**src/rtl/game_sequencer.sv**
```systemverilog
// rtl/game_sequencer.sv - opcode/done sequencer feeding game_plate (keys, gravity, lock sequence, line count)
// Optional score output is enabled with GAME_SEQ_SCORE_EN.
module game_sequencer #(
  parameter int height_p      = 20,
  parameter int grav_width_p  = 24,
  parameter int lines_width_p = 16
) (
  input  logic                        clk_i,
  input  logic                        reset_n_i,
  input  logic                        start_i,
  input  logic                        key_left_i,
  input  logic                        key_right_i,
  input  logic                        key_down_i,
  input  logic                        key_rot_i,
  input  logic [grav_width_p-1:0]     gravity_period_i,
  output logic [2:0]                  opcode_o,
  output logic                        opcode_v_o,
  input  logic                        done_i,
  input  logic                        down_blocked_i,
  input  logic                        lose_i,
  input  logic [$clog2(height_p)-1:0] line_elim_i,
  input  logic                        line_elim_v_i,
  output logic                        busy_o,
  output logic                        playing_o,
  output logic                        game_over_o,
  output logic [lines_width_p-1:0]    lines_total_o
`ifdef GAME_SEQ_SCORE_EN
  ,
  output logic [23:0]                 score_o
`endif
);

  localparam int lines_sum_w_lp = lines_width_p + 1;
  localparam logic [grav_width_p-1:0] grav_one_lp = grav_width_p'(1);

  typedef enum logic [2:0] {
    eNop = 3'd0, eNew = 3'd1, eMoveLeft = 3'd2, eMoveRight = 3'd3,
    eMoveDown = 3'd4, eRotate = 3'd5, eCommit = 3'd6, eCheck = 3'd7
  } opcode_e;
  typedef enum logic [2:0] {eIdle, eSel, eWait, eGap, eLost} state_e;
  typedef enum logic [1:0] {eLockNone, eLockCommit, eLockCheck, eLockNew} lock_e;

  state_e  state_q, state_d;
  lock_e   lock_q, lock_d;
  opcode_e opcode_q, opcode_d;
  logic    opcode_v_q, opcode_v_d;

  logic grav_pend_q, down_pend_q, left_pend_q, right_pend_q, rot_pend_q;
  logic grav_pend_d, down_pend_d, left_pend_d, right_pend_d, rot_pend_d;
  logic issue_grav, issue_down, issue_left, issue_right, issue_rot;
  logic new_game, playing, grav_run, grav_tick;

  logic [grav_width_p-1:0]   grav_cnt_q, grav_cnt_d;
  logic [lines_width_p-1:0]  lines_q, lines_d;
  logic [lines_sum_w_lp-1:0] lines_sum;

  assign playing  = (state_q == eSel) || (state_q == eWait) || (state_q == eGap);
  assign grav_run = playing && (lock_q == eLockNone);

  always_comb begin
    state_d     = state_q;
    lock_d      = lock_q;
    opcode_d    = opcode_q;
    opcode_v_d  = 1'b0;
    new_game    = 1'b0;
    issue_grav  = 1'b0;
    issue_down  = 1'b0;
    issue_left  = 1'b0;
    issue_right = 1'b0;
    issue_rot   = 1'b0;
    case (state_q)
      eIdle, eLost: begin
        if (start_i) begin
          new_game   = 1'b1;
          state_d    = eWait;
          opcode_d   = eNew;
          opcode_v_d = 1'b1;
          lock_d     = eLockNone;
        end
      end
      eSel: begin
        if (lose_i) begin
          state_d = eLost;
        end else begin
          opcode_v_d = 1'b1;
          state_d    = eWait;
          // A lock step outranks everything; keys stay pending behind it.
          if (lock_q != eLockNone) begin
            case (lock_q)
              eLockCommit: opcode_d = eCommit;
              eLockCheck:  opcode_d = eCheck;
              default:     opcode_d = eNew;
            endcase
          end else if (grav_pend_q) begin
            opcode_d   = eMoveDown;
            issue_grav = 1'b1;
          end else if (down_pend_q) begin
            opcode_d   = eMoveDown;
            issue_down = 1'b1;
          end else if (left_pend_q) begin
            opcode_d   = eMoveLeft;
            issue_left = 1'b1;
          end else if (right_pend_q) begin
            opcode_d    = eMoveRight;
            issue_right = 1'b1;
          end else if (rot_pend_q) begin
            opcode_d  = eRotate;
            issue_rot = 1'b1;
          end else begin
            opcode_v_d = 1'b0;
            state_d    = eSel;
          end
        end
      end
      eWait: begin
        if (lose_i) begin
          state_d = eLost;
        end else if (done_i) begin
          state_d = eGap;
          case (opcode_q)
            eMoveDown: if (down_blocked_i) lock_d = eLockCommit;
            eCommit:   lock_d = eLockCheck;
            eCheck:    lock_d = eLockNew;
            eNew:      lock_d = eLockNone;
            default:   lock_d = lock_q;
          endcase
        end
      end
      eGap:    state_d = lose_i ? eLost : eSel;
      default: state_d = eIdle;
    endcase
  end

  // A period change below the running count restarts the count without a tick.
  always_comb begin
    grav_tick  = 1'b0;
    grav_cnt_d = grav_cnt_q;
    if (new_game) begin
      grav_cnt_d = '0;
    end else if (grav_run) begin
      if (gravity_period_i == '0) begin
        grav_cnt_d = '0;
      end else if (grav_cnt_q == gravity_period_i - grav_one_lp) begin
        grav_tick  = 1'b1;
        grav_cnt_d = '0;
      end else if (grav_cnt_q >= gravity_period_i) begin
        grav_cnt_d = '0;
      end else begin
        grav_cnt_d = grav_cnt_q + grav_one_lp;
      end
    end
  end

  always_comb begin
    grav_pend_d  = (grav_pend_q  & ~issue_grav)  | grav_tick;
    down_pend_d  = (down_pend_q  & ~issue_down)  | (key_down_i  & playing);
    left_pend_d  = (left_pend_q  & ~issue_left)  | (key_left_i  & playing);
    right_pend_d = (right_pend_q & ~issue_right) | (key_right_i & playing);
    rot_pend_d   = (rot_pend_q   & ~issue_rot)   | (key_rot_i   & playing);
    if (new_game) begin
      grav_pend_d  = 1'b0;
      down_pend_d  = 1'b0;
      left_pend_d  = 1'b0;
      right_pend_d = 1'b0;
      rot_pend_d   = 1'b0;
    end
  end

  assign lines_sum = {1'b0, lines_q} + lines_sum_w_lp'(line_elim_i);

  always_comb begin
    lines_d = lines_q;
    if (new_game) begin
      lines_d = '0;
    end else if (line_elim_v_i) begin
      lines_d = lines_sum[lines_width_p] ? '1 : lines_sum[lines_width_p-1:0];
    end
  end

  always_ff @(posedge clk_i or negedge reset_n_i) begin
    if (!reset_n_i) begin
      state_q      <= eIdle;
      lock_q       <= eLockNone;
      opcode_q     <= eNop;
      opcode_v_q   <= 1'b0;
      grav_pend_q  <= 1'b0;
      down_pend_q  <= 1'b0;
      left_pend_q  <= 1'b0;
      right_pend_q <= 1'b0;
      rot_pend_q   <= 1'b0;
      grav_cnt_q   <= '0;
      lines_q      <= '0;
    end else begin
      state_q      <= state_d;
      lock_q       <= lock_d;
      opcode_q     <= opcode_d;
      opcode_v_q   <= opcode_v_d;
      grav_pend_q  <= grav_pend_d;
      down_pend_q  <= down_pend_d;
      left_pend_q  <= left_pend_d;
      right_pend_q <= right_pend_d;
      rot_pend_q   <= rot_pend_d;
      grav_cnt_q   <= grav_cnt_d;
      lines_q      <= lines_d;
    end
  end

`ifdef GAME_SEQ_SCORE_EN
  localparam int elim_w_lp = $clog2(height_p);

  logic [23:0] score_q, score_d;
  logic [10:0] points;
  logic [24:0] score_sum;

  always_comb begin
    points = 11'd0;
    if (line_elim_i >= elim_w_lp'(4)) begin
      points = 11'd1200;
    end else begin
      case (line_elim_i[1:0])
        2'd0:    points = 11'd0;
        2'd1:    points = 11'd40;
        2'd2:    points = 11'd100;
        default: points = 11'd300;
      endcase
    end
  end

  assign score_sum = {1'b0, score_q} + 25'(points);

  always_comb begin
    score_d = score_q;
    if (new_game) begin
      score_d = '0;
    end else if (line_elim_v_i) begin
      score_d = score_sum[24] ? '1 : score_sum[23:0];
    end
  end

  always_ff @(posedge clk_i or negedge reset_n_i) begin
    if (!reset_n_i) begin
      score_q <= '0;
    end else begin
      score_q <= score_d;
    end
  end

  assign score_o = score_q;
`endif

  assign opcode_o      = opcode_q;
  assign opcode_v_o    = opcode_v_q;
  assign busy_o        = (state_q == eWait);
  assign playing_o     = playing;
  assign game_over_o   = (state_q == eLost);
  assign lines_total_o = lines_q;

endmodule
```
**config.mk**
```make
export PLATFORM = sky130hd
export DESIGN_NAME = game_sequencer
export DESIGN_NICKNAME = d
export VERILOG_FILES = /design/src/rtl/game_sequencer.sv
export SDC_FILE = /design/constraint.sdc
export NUM_CORES = 1
export LEC_CHECK = 0
export ABC_AREA = 0
export CELL_PAD_IN_SITES_DETAIL_PLACEMENT = 1
export CELL_PAD_IN_SITES_GLOBAL_PLACEMENT = 1
export CORE_UTILIZATION = 38
export CTS_BUF_LIST = sky130_fd_sc_hd__clkbuf_8
export CTS_CLUSTER_DIAMETER = 120
export DETAILED_ROUTE_END_ITERATION = 6
export GPL_ROUTABILITY_DRIVEN = 0
export PLACE_DENSITY_LB_ADDON = 0.1
export SLEW_MARGIN = 20
export SYNTH_ARGS = -nofsm -noshare
export SYNTH_HDL_FRONTEND = slang
export SYNTH_SLANG_ARGS = --single-unit
```
**constraint.sdc**
```tcl
create_clock -name clk_i -period 2.5 [get_ports clk_i]
set_input_delay 0.75 -clock clk_i [delete_from_list [all_inputs] [get_ports clk_i]]
set_output_delay 0.75 -clock clk_i [all_outputs]
set_load 0.1 [all_outputs]
```
After elaboration in Yosys (flattened, before gate mapping)
Index checks and enable logic that the tools add are counted.
{"block": "classes", "n_addsub": 3, "muxes": 84, "n_lt_le_gt_ge": 1, "reduce_logical": 15, "bitwise": 19, "eq_ne": 19}
{"operator": "$mux W24", "n": 5}
{"operator": "$mux W16", "n": 3}
{"operator": "$mux W1", "n": 47}
{"operator": "$mux W3", "n": 13}
{"operator": "$add A24 B1 Y24 const B", "n": 1}
{"operator": "$eq A24 B24 Y1", "n": 1}
{"operator": "$ge A24 B24 Y1", "n": 1}
{"operator": "$logic_not A24 Y1", "n": 1}
{"operator": "$sub A24 B1 Y24 const B", "n": 1}
{"operator": "$mux W2", "n": 10}
{"operator": "$add A16 B5 Y17", "n": 1}
{"operator": "$eq A3 B3 Y1 const B", "n": 4}
{"operator": "$pmux W3 S2", "n": 2}
{"operator": "$pmux W3 S4", "n": 1}
{"operator": "$reduce_bool A2 Y1", "n": 5}
{"operator": "$and A1 B1 Y1", "n": 9}
{"operator": "$ne A2 B2 Y1 const B", "n": 4}
{"operator": "$pmux W2 S4", "n": 1}
{"operator": "$ne A7 B6 Y1 const B", "n": 1}
{"operator": "$eq A3 B1 Y1 const B", "n": 2}
{"operator": "$eq A3 B2 Y1 const B", "n": 2}
{"operator": "$ne A3 B3 Y1 const B", "n": 2}
{"operator": "$reduce_and A6 Y1", "n": 1}
{"operator": "$ne A5 B1 Y1 const B", "n": 1}
{"operator": "other kinds (13)", "n": 22}
{"block": "totals", "output_inout_bits": 23, "ff_bits": 54, "word_cells": 152}

Logic depth before layout (Yosys ltp)
Gate-level depths: netlist of run 1.
{"block": "logic_depth", "ltp_word": 12, "ltp_mapped": 12, "ltp_nobuf": 11}

Worst setup path after synthesis of run 1
OpenSTA, ideal clock, no wires.
{"block": "synth_timing", "path_type": "reg2out", "from": "register state_q[2]", "to": "output port busy_o", "arrival_ns": 2.848, "path_buffers": 1, "slack_ns": -1.098, "path_stages_with_launch": 3, "cell_sequence": "dfrtp_1 > clkbuf_1 > nor3b_1"}
{"block": "synth_between", "elab_chain_len": 1}
{"item": "start, declared", "line": "43", "text": "state_e state_q, state_d;"}
{"item": "start signal, assigned", "line": "182", "text": "state_q <= eIdle;"}
{"item": "start signal, assigned", "line": "194", "text": "state_q <= state_d;"}
{"item": "$eq A3 B2 Y1", "line": "253", "text": "assign busy_o = (state_q == eWait);"}
{"item": "end, declared", "line": "23", "text": "output logic busy_o,"}
Every way passes these cells.

Worst setup path in the final report of run 1
{"block": "layout_timing", "from": "input port gravity_period_i[9]", "to": "register grav_cnt_q[23]"}
{"block": "layout_between", "elab_chain_len": 6, "word_cells_on_any_way": 9, "cone_classes": "add/sub: 1; order compare: 1; eq/ne: 1; mux: 5; reduce/logical: 1"}
{"item": "start, declared", "line": "15", "text": "input logic [grav_width_p-1:0] gravity_period_i,"}
{"item": "$sub A24 B1 Y24 or $ge A24 B24 Y1 (tied branches)", "line": "143, 146"}
{"item": "$eq A24 B24 Y1 or $mux W24 (tied branches)", "line": "143, 146"}
{"item": "$mux W24", "line": "143", "text": "end else if (grav_cnt_q == gravity_period_i - grav_one_lp) begin"}
{"item": "$mux W24 *", "line": "141", "text": "if (gravity_period_i == '0) begin"}
{"item": "$mux W24 *", "line": "140", "text": "end else if (grav_run) begin"}
{"item": "$mux W24 *", "line": "138", "text": "if (new_game) begin"}
{"item": "end signal, assigned", "line": "203", "text": "grav_cnt_q <= grav_cnt_d;"}
{"item": "end, declared", "line": "53", "text": "logic [grav_width_p-1:0] grav_cnt_q, grav_cnt_d;"}
Every way passes the cells marked *; elsewhere a longest branch is shown, timed or not. The select of a mux whose other input is x is not followed.
A chain may end at the register's enable or synchronous reset.

==> qor.txt, run 1 <==
Metal2 WL: 8.56 mm
Vias in the first global route: 5261
Cell Area, Placed: 0.00602 sq mm
# IOs: 63
Max Used Layer: met4
M1 WL: 7.11 mm
Worst-Margin Slew: 548 ps
Worst-path fanout max: 8
Nets@finish: 796
Crit path capture type: flip-flop
Die height: 110 microns
PD cells: 718 mW/mm^2
Pin count of the biggest net entering global routing: 55
Max Clock Skew: 12.1 ps
Syn_nets: 634
Kind of critical path: in -> reg
Rel. slew slack: 0.635
Total GRT Usage: 0.268
Share of layout cells above drive strength 1: 0.308
GR Overflow Total: 0
Worst path required time: 2700 ps
TritonCTS clock tree: done
Clk_lat worst skew: 330 ps
FMAX: 293 MHz
Initial Utilization: 0.390
Power Total: 4760 uW
Number of library cell types mapped by synthesis: 61
MaxCap Viol Count: 0
Setup crit start: gravity_period_i[9]
WL per Instance: 19.1 microns
Vias: 5038
Fill cell count: 1370
Die Wd: 110 microns
Initial antenna violation count: 0
RSZ-0062 raised after global routing: true
PnR worst setup slack: -910 ps
Mapped Area: 0.00446 sq mm
Crit-path most repeated cell: or4_4
Seq/Total Area, Yosys: 0.303
P_sw: 2370 uW
Final design utilization: 0.581
Fraction of registers with async set/reset: 1.00
Clock tree buffer depth: 2
Maximum vdd drop: 0.673 mV
Row cnt: 39
Critical Path Slowest Stage Cell: or4_4
Logic gate share of total power: 0.644
ANT nets after route: 0
Met3 wire length: 556 microns
Hold WC Path Type: in -> async
Pre-CTS setup slack: -1760 ps
CP Launch Type: primary input
Area grow syn2layout: 48.8%
Worst path bufs/invs: 2
First-pass DRT Iterations: 5
Iter 0 DRT Violations: 303
Final Hold Vio Count: 0
# setup viols final: 29
Sequential power share: 0.250
Min Tclk post-route: 3410 ps
Most used DFF post-synth: dfrtp_1
I/O Buffers: 62
H-tree Lvls: 2
Reg-to-reg critical path startpoint: grav_cnt_q[0]$_DFFE_PN0P_
Post-Syn Instances: 560
Status: finished, violations left
Internal power: 2390 uW
Syn_area_per_cell: 7.96 sq um
Pins Over Slew Limit: 0
N_diodes: 0
Clock-pin slew on the worst setup and hold paths: 100 ps
# DRC: 0
Most frequent cells in the layout: buf_4, nand2_1, dfrtp_1
TritonCTS Buffers: 5
DRT Wirelength: 16.5 mm
Clk pwr share: 0.106
Clock Tree Root: clkbuf_8
Violated checks: setup timing
CP peak stage delay: 540 ps
Fin crit share: 1.36
Most common cell after layout, fill and taps aside: buf_4
Synthesis-stage register bit count: 54
Worst EP arrival: 3610 ps
Delay-heaviest family, CP: simple AND/OR/NAND/NOR gates
Finished Cell Area: 0.00663 sq mm
Yosys warnings: 0
Sw frac: 0.498
Area of the core: 0.0114 sq mm
Leak Pwr: 0.00299 uW
Global-route wire length before repair: 25.2 mm
Total die area: 0.0122 sq mm
Dpl hpwl: 11.6 mm
Post-synth EDFFs: 0
Clk sink count: 54
Worst path cell trace: clkdlybuf4s50_1 -> or4_4 -> or4_4 -> or4_4 -> nand3_4 -> or3_4 -> a31oi_4 -> buf_6 -> a32oi_2 -> o21ai_1
Vias/cell: 5.82
-- worst paths after layout --
check                           slack (ps)  cells past startpoint                            to
worst max-delay path                  -910                     10    grav_cnt_q[23]$_DFFE_PN0P_
worst min-delay path                   390                      2        state_q[1]$_DFFE_PN0P_
worst max register to register        -410                     11    grav_cnt_q[22]$_DFFE_PN0P_
worst min register to register         520                      2         lock_q[1]$_DFFE_PN0P_
max in group asynchronous             1800                      2  lines_total_o[0]$_DFFE_PN0P_
min in group clk_i                     520                      2         lock_q[1]$_DFFE_PN0P_
-- power groups by stage --
stage	clock [uW]	sequential (uW)	combinational, uW
6_report	506	1190	3070
4_1_cts	517	1190	2890
3_3_place_gp	0	1190	2580
2_1_floorplan	0	1660	1200
3_5_place_dp	0	1200	2640
5_1_grt	553	1210	3260
-- per-layer routing --
layer / up-vias / track usage
met5: - / 0
met4: 0 / 0.0714
met3: 25 / 0.0412
met2: 89 / 0.492
met1: 2530 / 0.322
li1: 2394 / -
-- area by class of cell --
class	instances	area (sq um)	area share
multi-input combinational	443	3260	0.491
clock inverter	3	11.3	0.00170
clock buffer	5	68.8	0.0104
sequential	54	1360	0.205
tap	143	179	0.0270
timing repair buffer	176	1590	0.239
inverter	42	173	0.0260
-- kinds of logic (layout without fill, tap and decap cells) --
family                     count (synthesis)  count (layout)  synth area share
AOI/OAI and AO/OA                        144             144             0.212
adders and majority gates                 34              34            0.0971
muxes                                      2               2           0.00449
xor gates and xnor gates                  25              25            0.0491
DFF                                       54              54             0.303
and+or+nand+nor                          238             238             0.277
buffers and inverters                     63             226            0.0576
-- through the flow --
| step | TNS (ps) | hold WS (ps) | instances |
|---|---|---|---|
| floorplan | -15830 | 450 | 560 |
| global placement | -48520 | 474 | 846 |
| detailed placement | -53420 | 514 | 846 |
| CTS | -22710 | 411 | 862 |
| global route | -24070 | 414 | 866 |
| finish | -20500 | 390 | 866 |
-- synth_stat cells (all sizes together) (12+ instances only) --
cell type	number	area [sq um]
clkbuf	15	56.3
a21oi	23	115
ha	33	413
nor3	18	90.1
nand4	18	113
o211ai	13	97.6
o21ai	38	190
a31oi	14	87.6
nand3	37	185
dfrtp	54	1350
nor2	42	158
nor4	12	81.3
xnor2	14	123
inv	42	158
nand2	54	203
-- sequential cells by signal, summed over array words and instances (netlist names), 2 cells and up --
name,flops
grav_cnt_q,24
lines_total_o,16
lock_q,2
opcode_o,3
state_q,3
-- what timing repair did --
action / 4_1_cts / 5_1_grt
pin swaps: 25 / 21
gates resized for setup: 62 / 54
cloned: 4 / 1
hold buffers: 0 / 0
buffers inserted: 4 / 3
endpoints found under the setup margin: 41 / 39
No activity file was read; power rests on OpenSTA's default activity.
==> run 2, diff against run 1 <==
CELL_PAD_IN_SITES_DETAIL_PLACEMENT = not set   (was 1)
CELL_PAD_IN_SITES_GLOBAL_PLACEMENT = not set   (was 1)
CORE_UTILIZATION = 45   (was 38)
PLACE_DENSITY = 0.7   (was not set)
PLACE_DENSITY_LB_ADDON = not set   (was 0.1)
RECOVER_POWER = 25   (was not set)
==> qor.txt, run 2 (synthesized netlist as in run 1, its figures left out) <==
Pins Over Slew Limit: 0 (unchanged)
I/O Buffers: 62 (unchanged)
ANT nets after route: 0 (unchanged)
# setup viols final: 25 (-14%)
Worst EP arrival: 3410 ps (-200 ps)
Routing usage on met3: 0.0269 (-0.0142)
Hold wc startpoint: lock_q[1]$_DFFE_PN0P_
Met2 Use GR: 0.462 (-0.0304)
Iter 0 DRT Violations: 342 (+13%)
RSZ-0062 raised after global routing: true
Status: finished, violations left
Pre-CTS setup slack: -1560 ps (+199 ps)
MaxCap Viol Count: 0 (unchanged)
GR Overflow Total: 0 (unchanged)
Vias: 4947 (-1.8%)
Initial Utilization: 0.473 (+0.0830)
Register Area: 0.00136 sq mm (unchanged)
Worst hold slack: 519 ps (+129 ps)
Vias/cell: 5.83 (+0.16%)
Reg-to-reg critical path startpoint: grav_cnt_q[0]$_DFFE_PN0P_
Dpl hpwl: 9.85 mm (-15%)
Area of the core: 0.00942 sq mm (-18%)
Clock Tree Root: clkbuf_8
Cell Area, Placed: 0.00601 sq mm (-0.17%)
Share of layout cells above drive strength 1: 0.314 (+0.00545)
Largest Register: grav_cnt_q
Die height: 102 microns (-8.0%)
Clk sink count: 54 (unchanged)
Maximum vdd drop: 1.08 mV (+61%)
Leak Pwr: 0.00290 uW (-3.0%)
Final Hold Vio Count: 0 (unchanged)
WL per Instance: 15.9 microns (-16%)
FMAX: 311 MHz (+6.2%)
Most common cell after layout, fill and taps aside: buf_4
Clock-pin slew on the worst setup and hold paths: 90 ps (about the same)
Worst-path fanout max: 7 (-1)
Sw frac: 0.485 (-0.0133)
# IOs: 63 (unchanged)
Worst-Margin Slew: 917 ps (+369 ps)
Worst path required time: 2690 ps (about the same)
Die Wd: 102 microns (-8.0%)
Row cnt: 35 (-10%)
Pin count of the biggest net entering global routing: 36 (-35%)
M1 GR Usage: 0.357 (+0.0355)
CTS hold repair buffers: 0 (unchanged)
TritonCTS clock tree: done
Most frequent cells in the layout: buf_4, nand2_1, dfrtp_1
TritonCTS Buffers: 5 (unchanged)
Crit path capture type: flip-flop
Global-route wire length before repair: 22.1 mm (-12%)
# DRC: 0 (unchanged)
Setup crit start: gravity_period_i[9]
Multi-input gate area: 0.00328 sq mm (+0.73%)
Sequential power share: 0.256 (+0.006)
CP Launch Type: primary input
PD cells: 714 mW/mm^2 (-0.61%)
Initial antenna violation count: 0 (unchanged)
Max reg flops: 24 (unchanged)
Clock tree buffer depth: 2 (unchanged)
Logic gate share of total power: 0.643 (about the same)
Fill cell count: 734 (-46%)
N_diodes: 0 (unchanged)
Finished Cell Area: 0.00657 sq mm (-1.0%)
Violated checks: setup timing
PnR worst setup slack: -712 ps (+198 ps)
Kind of critical path: in -> reg
Hold WC Path Type: reg -> reg
H-tree Lvls: 2 (unchanged)
Total GRT Usage: 0.269 (+0.00117)
Total die area: 0.0103 sq mm (-15%)
Vias in the first global route: 4671 (-11%)
Clk_lat worst skew: 300 ps (-30 ps)
First-pass DRT Iterations: 5 (unchanged)
DRT Wirelength: 13.5 mm (-18%)
Internal power: 2410 uW (+0.98%)
Rel. slew slack: 0.388 (-0.246)
Area grow syn2layout: 47.3%
Busiest layer in global routing: met2
Nets@finish: 794 (-0.25%)
Max Clock Skew: 7.38 ps (-4.72 ps)
Fin crit share: 1.28 (-0.0791)
Min Tclk post-route: 3210 ps (-198 ps)
Clk pwr share: 0.101 (-0.005)
P_sw: 2270 uW (-4.2%)
-- run 2: cell count changes in the layout (fill, tap and decap cells not counted), moves of 3 or more --
| cell | previous run | this run |
|---|---|---|
| clkbuf_2 | 0 | 5 |
| ha_4 | 2 | 5 |
| dlymetal6s2s_1 | 8 | 1 |
| clkdlybuf4s50_1 | 23 | 20 |
| buf_6 | 11 | 6 |
| dlygate4sd2_1 | 1 | 4 |
| clkdlybuf4s15_1 | 1 | 4 |
| ha_1 | 31 | 28 |
| inv_1 | 41 | 38 |
-- run 2: path summary, 6_finish.rpt --
check | endpoint | cells past startpoint | slack, ps
setup / recovery | grav_cnt_q[23]$_DFFE_PN0P_ | 11 | -710
hold / removal | lock_q[1]$_DFFE_PN0P_ | 2 | 520
setup reg to reg | grav_cnt_q[21]$_DFFE_PN0P_ | 10 | -250
hold reg to reg | lock_q[1]$_DFFE_PN0P_ | 2 | 520
max in group asynchronous | lines_total_o[0]$_DFFE_PN0P_ | 1 | 1260
min in group asynchronous | lock_q[0]$_DFFE_PN0P_ | 1 | 560
-- run 2: final cells by class --
cell class / count / share of cell area
clock buffers: 5 / 0.0105
multi-input cells: 443 / 0.500
flip-flops and latches: 54 / 0.207
clock inverters: 2 / 0.00152
well taps: 129 / 0.0246
repair buffers: 174 / 0.231
inverters: 42 / 0.0263
-- run 2: power groups by stage --
| stage | clock (uW) | combinational (uW) | sequential, uW |
|---|---|---|---|
| 5_1_grt | 517 | 3210 | 1220 |
| 4_1_cts | 484 | 2750 | 1190 |
| 6_report | 472 | 3010 | 1200 |
| 3_3_place_gp | 0 | 2540 | 1200 |
| 2_1_floorplan | 0 | 1200 | 1660 |
| 3_5_place_dp | 0 | 2600 | 1200 |
-- run 2: repair_timing --
action | 4_1_cts | 5_1_grt
setup endpoints to repair | 41 | 41
cloned | 4 | 1
buffers inserted | 2 | 2
gates resized for setup | 78 | 46
pin swaps | 37 | 35
-- run 2: metal layers --
| metal | share of wire | vias up | wire, microns |
|---|---|---|---|
| met2 | 0.51 | 151 | 6910 |
| met3 | 0.043 | 25 | 582 |
| met1 | 0.43 | 2369 | 5780 |
| met4 | 0.018 | 0 | 247 |
| li1 | - | 2402 | - |
| met5 | 0 | - | 0 |
-- run 2: worst max-delay path, cell delays in order --
cell	delay, ps
clkdlybuf4s15_1	180
or4_4	490
or4_4	560
or4_4	600
nand3_4	90
or3_4	130
a31oi_4	50
buf_12	170
buf_4	140
a32oi_1	170
o21ai_1	90
-- run 2: through the flow --
stage / TNS [ps] / std cells / power (uW) / utilization
final: -16290 / 849 / 4690 / 0.697
after global routing: -19180 / 849 / 4950 / 0.697
after CTS: -16930 / 846 / 4430 / 0.672
after detailed placement: -48350 / 833 / 3800 / 0.638
after global placement: -45990 / 833 / 3740 / 0.638
after floorplan: -15830 / 560 / 2860 / -
==> run 3, diff against run 2 <==
CORE_ASPECT_RATIO = 1.2   (was not set)
==> qor.txt, run 3 (synthesized netlist as in run 1, its figures left out) <==
R2R Setup Slk: -130 ps (+120 ps)
Vias in the first global route: 4980 (+6.6%)
Worst EP arrival: 3510 ps (+100 ps)
# IOs: 63 (unchanged)
Clk sink count: 54 (unchanged)
Most frequent cells in the layout: buf_4, dfrtp_1, nand2_1
Max reg flops: 24 (unchanged)
Pins Over Slew Limit: 0 (unchanged)
Violated checks: setup timing
Worst path cell trace: buf_6 -> or4_4 -> buf_6 -> buf_6 -> nor4_4 -> buf_4 -> buf_6 -> nand3_4 -> a21oi_2 -> a311oi_2 -> buf_4 -> o2111ai_4 -> buf_6 -> nand2_8 -> clkbuf_16 -> o31ai_2
# DRC: 0 (unchanged)
ANT nets after route: 0 (unchanged)
FMAX: 305 MHz (-2.0%)
Total GRT Usage: 0.269 (about the same)
Nets@finish: 808 (+1.8%)
Worst-path fanout max: 5 (-2)
Pin count of the biggest net entering global routing: 26 (-28%)
Largest Register: grav_cnt_q
# setup viols final: 25 (unchanged)
Total die area: 0.0103 sq mm (about the same)
Rel. slew slack: 0.235 (-0.153)
Initial Utilization: 0.466 (-0.00737)
Setup TNS: -17650 ps (-1360 ps)
First-pass DRT Iterations: 5 (unchanged)
Max Clock Skew: 16.0 ps (+8.62 ps)
MaxCap Viol Count: 0 (unchanged)
Hold WC Path Type: in -> async
Crit-path most repeated cell: buf_6
Iter 0 DRT Violations: 343 (+0.29%)
Worst path required time: 2730 ps (+40 ps)
Clock-pin slew on the worst setup and hold paths: 110 ps (+20 ps)
Clk_lat worst skew: 330 ps (+30 ps)
Row cnt: 39 (+11%)
Clock tree buffer depth: 2 (unchanged)
TritonCTS Buffers: 5 (unchanged)
Crit path capture type: flip-flop
DRT Wirelength: 14.3 mm (+5.8%)
Maximum vdd drop: 0.381 mV (-65%)
Die Wd: 92.8 microns (-8.5%)
RSZ-0062 raised after global routing: true
N_diodes: 0 (unchanged)
Worst reg2reg endpoint: grav_cnt_q[7]$_DFFE_PN0P_
I/O Buffers: 62 (unchanged)
Kind of critical path: in -> reg
Clock Tree Root: clkbuf_8
Final Hold Vio Count: 0 (unchanged)
Dpl hpwl: 10.4 mm (+5.8%)
CTS hold repair buffers: 0 (unchanged)
Global-route wire length before repair: 22.5 mm (+1.7%)
Reg-to-reg critical path startpoint: grav_cnt_q[6]$_DFFE_PN0P_
Power Total: 4720 uW (+0.65%)
Critical Path Slowest Stage Cell: or4_4
GR Overflow Total: 0 (unchanged)
WL per Instance: 16.7 microns (+4.7%)
Share of layout cells above drive strength 1: 0.332 (+0.0181)
PD cells: 705 mW/mm^2 (-1.2%)
Most common cell after layout, fill and taps aside: buf_4
Vias/cell: 5.98 (+2.6%)
Worst-Margin Slew: 1150 ps (+228 ps)
Status: finished, violations left
TritonCTS clock tree: done
Area of the core: 0.00956 sq mm (+1.6%)
CP Launch Type: primary input
H-tree Lvls: 2 (unchanged)
Die height: 111 microns (+9.4%)
Initial antenna violation count: 0 (unchanged)
Vias: 5129 (+3.7%)
Leak Pwr: 0.00304 uW (+4.7%)
Min Tclk post-route: 3280 ps (+64.7 ps)
PnR worst setup slack: -777 ps (-64.7 ps)
R2R cell count: 10 (unchanged)
Fin crit share: 1.31 (+0.0259)
CP peak stage delay: 580 ps (-20 ps)
Area grow syn2layout: 50.1%
run 3: changes by cell type in the layout (fill, tap and decap cells not counted), sizes merged:
cell	delta
dlymetal6s2s	+3
buf	+14
clkdlybuf4s15	-5
dlygate4sd2	-2
inv	+1
clkbuf	+4
run 3: timing repair:
action / in CTS / in global routing
setup buffers: 7 / 7
pin swaps: 25 / 35
setup endpoints to repair: 41 / 38
gates resized for setup: 64 / 77
gates cloned: 0 / 1
run 3: final cells by class:
type                            count  area, sq um
Timing Repair Buffer              188         1610
Tap cell                          123          154
Fill cell                         740         2870
Clock inverter                      3         28.8
Clock buffer                        5         68.8
Inverter                           42          173
Multi-Input combinational cell    443         3290
Sequential cell                    54         1360
run 3: per-layer routing:
| layer | global-route usage | part of all wire | up-vias |
|---|---|---|---|
| li1 | - | - | 2428 |
| met1 | 0.314 | 0.40 | 2474 |
| met2 | 0.482 | 0.52 | 184 |
| met3 | 0.0309 | 0.044 | 43 |
| met4 | 0.125 | 0.036 | 0 |
| met5 | 0 | 0 | - |
run 3: critical path: cells and delay by family:
| family | cells | cell delay (ps) |
|---|---|---|
| AND/OR/NAND/NOR | 4 | 910 |
| AO/OA/AOI/OAI | 4 | 730 |
| buffers and inverters | 8 | 1120 |
run 3: power breakdown:
group / leakage [uW] / total (uW) / internal [uW] / switching, uW
Clock: 0.0000502 / 546 / 209 / 337
Combinational: 0.00226 / 2970 / 1160 / 1810
Sequential: 0.000723 / 1200 / 1020 / 178
run 3: worst max path at each step:
| stage | startpoint | endpoint | slack [ps] | cells past startpoint |
|---|---|---|---|---|
| CTS | gravity_period_i[13] | grav_cnt_q[22]$_DFFE_PN0P_ | -760 | 14 |
| global placement | gravity_period_i[1] | grav_cnt_q[15]$_DFFE_PN0P_ | -1590 | 12 |
| finish | gravity_period_i[7] | grav_cnt_q[10]$_DFFE_PN0P_ | -780 | 16 |
| detailed placement | gravity_period_i[1] | grav_cnt_q[15]$_DFFE_PN0P_ | -1660 | 12 |
| floorplan | gravity_period_i[7] | grav_cnt_q[10]$_DFFE_PN0P_ | -670 | 10 |
| global route | gravity_period_i[7] | grav_cnt_q[7]$_DFFE_PN0P_ | -860 | 15 |
run 3: per-stage QoR:
stage	worst slack [ps]	instance area, sq um	cells	hold WS [ps]	util
after CTS	-755	6330	850	343	0.662
after floorplan	-667	4560	560	450	-
final	-777	6690	858	517	0.700
after global placement	-1590	6050	835	474	0.633
after detailed placement	-1660	6050	835	487	0.633
after global routing	-864	6690	858	538	0.700
==> RTL edit 1: new RTL, settings of run 2 <==
Encoding of `state_e`: now Gray code (3 bits for 5 states).
--- a/src/rtl/game_sequencer.sv
+++ b/src/rtl/game_sequencer.sv
@@ -39,3 +39,3 @@
   } opcode_e;
-  typedef enum logic [2:0] {eIdle, eSel, eWait, eGap, eLost} state_e;
+  typedef enum logic [2:0] {eIdle = 3'b000, eSel = 3'b001, eWait = 3'b011, eGap = 3'b010, eLost = 3'b110} state_e;
   typedef enum logic [1:0] {eLockNone, eLockCommit, eLockCheck, eLockNew} lock_e;
Function: no difference found for any inputs over 4 cycles, from zero or initial values and one cycle with reset_n_i low; so few cycles prove little.
==> RTL edit 1 against run 2 <==
- the flow still finishes with violations (negative setup slack)
- sequential power grew 10%
- synthesized area increased by 1.2%
- clock power rose by 26%
- total power increased by 23%
- wire length up 1.5%
- synthesized cell count down 0.54%
- maximum frequency increased by 11%
- register-to-register slack gained 0.21 ns
- sequential cell count stayed put
- cell area grew 6.1%
- worst setup slack gained 0.33 ns
- global-route usage is 0.79 points lower
- non-clock buffer count is 28 higher
==> RTL edit 1: results (changes against run 2) <==
Outcome
  • Outcome: complete, but fails checks
  • Failing checks: negative setup slack

Critical path
  • Kind of cell with the highest combined delay on the critical path: buffers and inverters
  • Cell count of the worst reg-to-reg path: 12 (+2)
  • Worst setup path endpoint: grav_cnt_q[2]$_DFFE_PN0P_
  • Crit. Startpoint: gravity_period_i[4]
  • Critical Path AT: 3.11 ns (-0.30 ns)
  • Largest stage delay, worst path: 0.38 ns (-0.22 ns)

STA
  • Worst setup skew after layout: 0.009956 ns (+0.002575 ns)
  • Total negative slack: -7.474 ns (+8.819 ns)
  • Least setup slack across all paths after layout: -0.3843 ns (+0.3279 ns)
  • Final setup vio count: 25 (unchanged)
  • Worst max-slew margin expressed relative to the limit: 0.2035 (-0.1849)

Cells and area
  • Post-route non-filler standard cell count: 874 (+2.9%)
  • Fraction of layout cells with a size suffix above 1: 0.4008 (+0.08692)

Synth
  • Mapped Nets: 631 (-0.47%)
  • Sequential element share of the synthesized area: 0.2995 (-0.003700)
  • Ranking of synthesized cells by area: sky130_fd_sc_hd__dfrtp_1, sky130_fd_sc_hd__ha_1, sky130_fd_sc_hd__xnor2_1, sky130_fd_sc_hd__nand3_1, sky130_fd_sc_hd__nand2_1

Drt
  • Post-Route M1 WL: 5.914 mm (+2.4%)
  • Wire length on met3: 505 um (-13%)
  • Vias per cell: 5.708 (-2.0%)
  • Total wirelength of the detailed-routed design: 13.71 mm (+1.5%)
  • 1st-iter DRT viols: 341 (-0.29%)

Place
  • Placed cell area: 0.006120 sq mm (+1.8%)

Pwr
  • Worst VDD drop: 1157 uV (+6.9%)
  • Proportion of power drawn by the clock network: 0.103 (+0.002)
  • Internal Dissipation: 2.902 mW (+20%)
  • Leakage power of the design: 3.179 nW (+9.5%)

GRT
  • Met2 Track Usage GR: 0.4786 (+0.01652)
  • Largest net degree at the start of global routing: 25 (-31%)
  • Fraction of met3 tracks used by global routing: 0.01778 (-0.009131)
==> RTL edit 1: changes by cell type in the layout (fill, tap and decap cells not counted), sizes merged, moves of 8 or more <==
cell           before  now
and3                5   15
buf               137  174
clkdlybuf4s50      20   12
o21a                2   10
o21ai              38   30
xnor2              14   28
==> RTL edit 1: area by class of cell <==
type | count | area [sq um]
multi-input cells | 434 | 3428
fillers | 763 | 2764
repair buffers | 202 | 1730
flip-flops and latches | 54 | 1361
inverters | 43 | 168.9
well taps | 133 | 166.4
clock buffers | 5 | 68.82
clock inverters | 3 | 41.29
==> RTL edit 1: logic make-up after synthesis <==
logic type               after synthesis  synth area share
AO/OA/AOI/OAI                        142            0.2060
XOR/XNOR                              37           0.07183
adder cells (fa/ha/maj)               34           0.09595
buffers and inverters                 69           0.06295
flip-flops                            54            0.2995
multiplexers                           4          0.009429
AND/OR/NAND/NOR                      217            0.2543
==> RTL edit 1: repair_timing <==
item / 4_1_cts / 5_1_grt
endpoints found under the hold margin: 0 / 0
endpoints found under the setup margin: 41 / 40
gates resized for setup: 150 / 64
buffers inserted: 19 / 11
cloned: 2 / 0
pin swaps: 48 / 44
==> RTL edit 1: power by group through the flow <==
stage | registers (mW) | logic (mW) | clock network [mW]
global placement | 1.30 | 3.10 | 0
floorplan | 1.86 | 1.53 | 0
detailed placement | 1.31 | 3.17 | 0
global route | 1.35 | 4.08 | 0.654
CTS | 1.31 | 3.73 | 0.607
finish | 1.32 | 3.83 | 0.594
==> RTL edit 1: per-stage QoR <==
stage / worst slack (ns) / total power [mW]
2_1_floorplan: -0.4290 / 3.387
4_1_cts: -0.4909 / 5.645
6_report: -0.3843 / 5.750
3_3_place_gp: -1.095 / 4.406
3_5_place_dp: -1.201 / 4.485
5_1_grt: -0.4703 / 6.090
==> RTL edit 2: new RTL, config.mk and constraints of run 2 <==
Without the edit above. The option `GAME_SEQ_SCORE_EN` is turned on by a define.
--- a/src/rtl/game_sequencer.sv
+++ b/src/rtl/game_sequencer.sv
@@ -2,2 +2,4 @@
 // Optional score output is enabled with GAME_SEQ_SCORE_EN.
+`define GAME_SEQ_SCORE_EN
+
 module game_sequencer #(
Function (old outputs only; new: score_o): kept (equiv_simple and equiv_induct, registers matched by name and starting in step).
==> RTL edit 2 against run 2 <==
- the run still ends with negative setup slack left
- largest cell class unchanged
- cell area up 43%
- total power up 59%
- sequential cell count up 23
- maximum frequency up 9.8%
- clock power up 120%
- non-clock buffer count up 90
- sequential power up 43%
- wire length up 53%
- critical path depth unchanged
- worst setup slack better by 0.29 ns
- synthesized area up 41%
- critical path type unchanged
==> RTL edit 2: results (changes against run 2) <==
GRT
  • Met1 Usage GRT: 0.3644 (+0.007413)
  • Met2 Track Usage GR: 0.4738 (+0.01172)
  • Aggregate global-route resource usage: 0.2753 (+0.006526)
  • Wire length of the first global-routing pass: 32.09 mm (+45%)
  • Vias in the first global route: 6625 (+42%)
  • Fraction of met3 tracks used by global routing: 0.03279 (+0.005880)

Outcome
  • Outcome: complete, but fails checks
  • Failing checks: negative setup slack

Drt
  • Wire length on met3: 1.000 mm (+72%)
  • Met2 wire len: 10.40 mm (+51%)
  • 1st-iter DRT viols: 680 (+99%)
  • Topmost layer with routed signal wires: met4
  • Total wirelength of the detailed-routed design: 20.74 mm (+53%)

Synth
  • Most common library cells after synthesis: sky130_fd_sc_hd__nand2_1, sky130_fd_sc_hd__dfrtp_1, sky130_fd_sc_hd__o21ai_0, sky130_fd_sc_hd__inv_1, sky130_fd_sc_hd__nor2_1
  • Sequential element share of the synthesized area: 0.3068 (+0.003634)
  • Distinct cell type count after synthesis: 71 (+16%)

Clock network
  • Total clock buffers created by CTS: 9 (+4)
  • Number of levels in the clock H-tree: 3 (+1)
  • Clock Latency Late Sink: 0.36 ns (+0.06 ns)

Place
  • Placed cell area: 0.008363 sq mm (+39%)
  • Input/output buffers: 86 (+39%)
  • Hpwl dp: 13.96 mm (+42%)

Cells and area
  • Fillers: 972 (+32%)
  • Clock buffer instance count of the final layout: 11 (+6)
  • Clk tree area frac: 0.02236 (+0.01036)
  • Area occupied by multi-input gates: 0.004604 sq mm (+40%)
  • Multi-Input Combinational: 570 (+29%)
  • Reg area: 0.001936 sq mm (+43%)
  • Antenna diode instance count: 0 (unchanged)
  • Data buffer area share: 0.2373 (+0.006758)
  • Fraction of layout cells with a size suffix above 1: 0.4098 (+0.09595)
  • Layout sequential cell count: 77 (+43%)
  • Final net count: 1054 (+33%)
  • Fraction of standard cell area in multi-input logic: 0.4898 (-0.009992)
  • Post-route non-filler standard cell count: 1152 (+36%)

Critical path
  • Worst-path fanout max: 8 (+1)
  • Endpoint of the worst-slack reg-to-reg timing path: grav_cnt_q[23]$_DFFE_PN0P_
  • FF-to-FF Start: grav_cnt_q[2]$_DFFE_PN0P_
  • Cell count of the worst reg-to-reg path: 8 (-2)
  • Worst setup path endpoint: grav_cnt_q[17]$_DFFE_PN0P_
  • Highest-delay cell along the critical path: sky130_fd_sc_hd__or4_4
  • Critical Path AT: 3.16 ns (-0.25 ns)
  • Worst reg2reg setup slack: -0.22 ns (+0.03 ns)

Floorplanning
  • Taps Inserted: 176 (+36%)

Min path
  • Path type of the worst min-delay path: input pin to async pin

STA
  • Least setup slack across all paths after layout: -0.4254 ns (+0.2868 ns)
  • Worst setup skew after layout: 0.01393 ns (+0.006551 ns)
  • Worst max-slew margin expressed relative to the limit: 0.2521 (-0.1364)
  • Post-route worst hold slack: 0.5189 ns (+0.0001700 ns)
  • Final setup vio count: 48 (+92%)

Pwr
  • Leakage power of the design: 4.287 nW (+48%)
  • Worst VDD drop: 450.0 uV (-58%)
[RTL edit 2: cell count changes in the layout (fill, tap and decap cells not counted), moves of 7 or more]
| cell | run 2 | this run |
|---|---|---|
| sky130_fd_sc_hd__buf_4 | 118 | 205 |
| sky130_fd_sc_hd__nand2_1 | 52 | 78 |
| sky130_fd_sc_hd__dfrtp_1 | 51 | 72 |
| sky130_fd_sc_hd__o21ai_2 | 2 | 20 |
| sky130_fd_sc_hd__mux2i_1 | 2 | 17 |
| sky130_fd_sc_hd__xnor2_1 | 14 | 29 |
| sky130_fd_sc_hd__o311ai_4 | 1 | 11 |
| sky130_fd_sc_hd__and3_1 | 5 | 14 |
| sky130_fd_sc_hd__buf_6 | 6 | 15 |
| sky130_fd_sc_hd__nor3_1 | 13 | 22 |
| sky130_fd_sc_hd__a21oi_1 | 21 | 13 |
| sky130_fd_sc_hd__ha_1 | 28 | 36 |
| sky130_fd_sc_hd__clkdlybuf4s50_1 | 20 | 13 |
[RTL edit 2: report_power, final]
group	leakage, nW	switching [mW]	internal [mW]
clock	0.102	0.510	0.516
sequential	1.03	0.261	1.45
combinational	3.15	2.94	1.75
[RTL edit 2: logic make-up after synthesis]
| kind of cell | Yosys count | synth area share |
|---|---|---|
| AOI/OAI and AO/OA | 168 | 0.2072 |
| xor gates and xnor gates | 50 | 0.06974 |
| adders and majority gates | 43 | 0.08807 |
| buffers and inverters | 85 | 0.05937 |
| DFF | 77 | 0.3068 |
| muxes | 18 | 0.02869 |
| and+or+nand+nor | 291 | 0.2401 |
[RTL edit 2: repair_timing]
action | in CTS | in global routing
pin swaps | 49 | 49
resized for setup | 168 | 69
setup buffers | 23 | 12
setup endpoints to repair | 64 | 62
cloned | 3 | 0
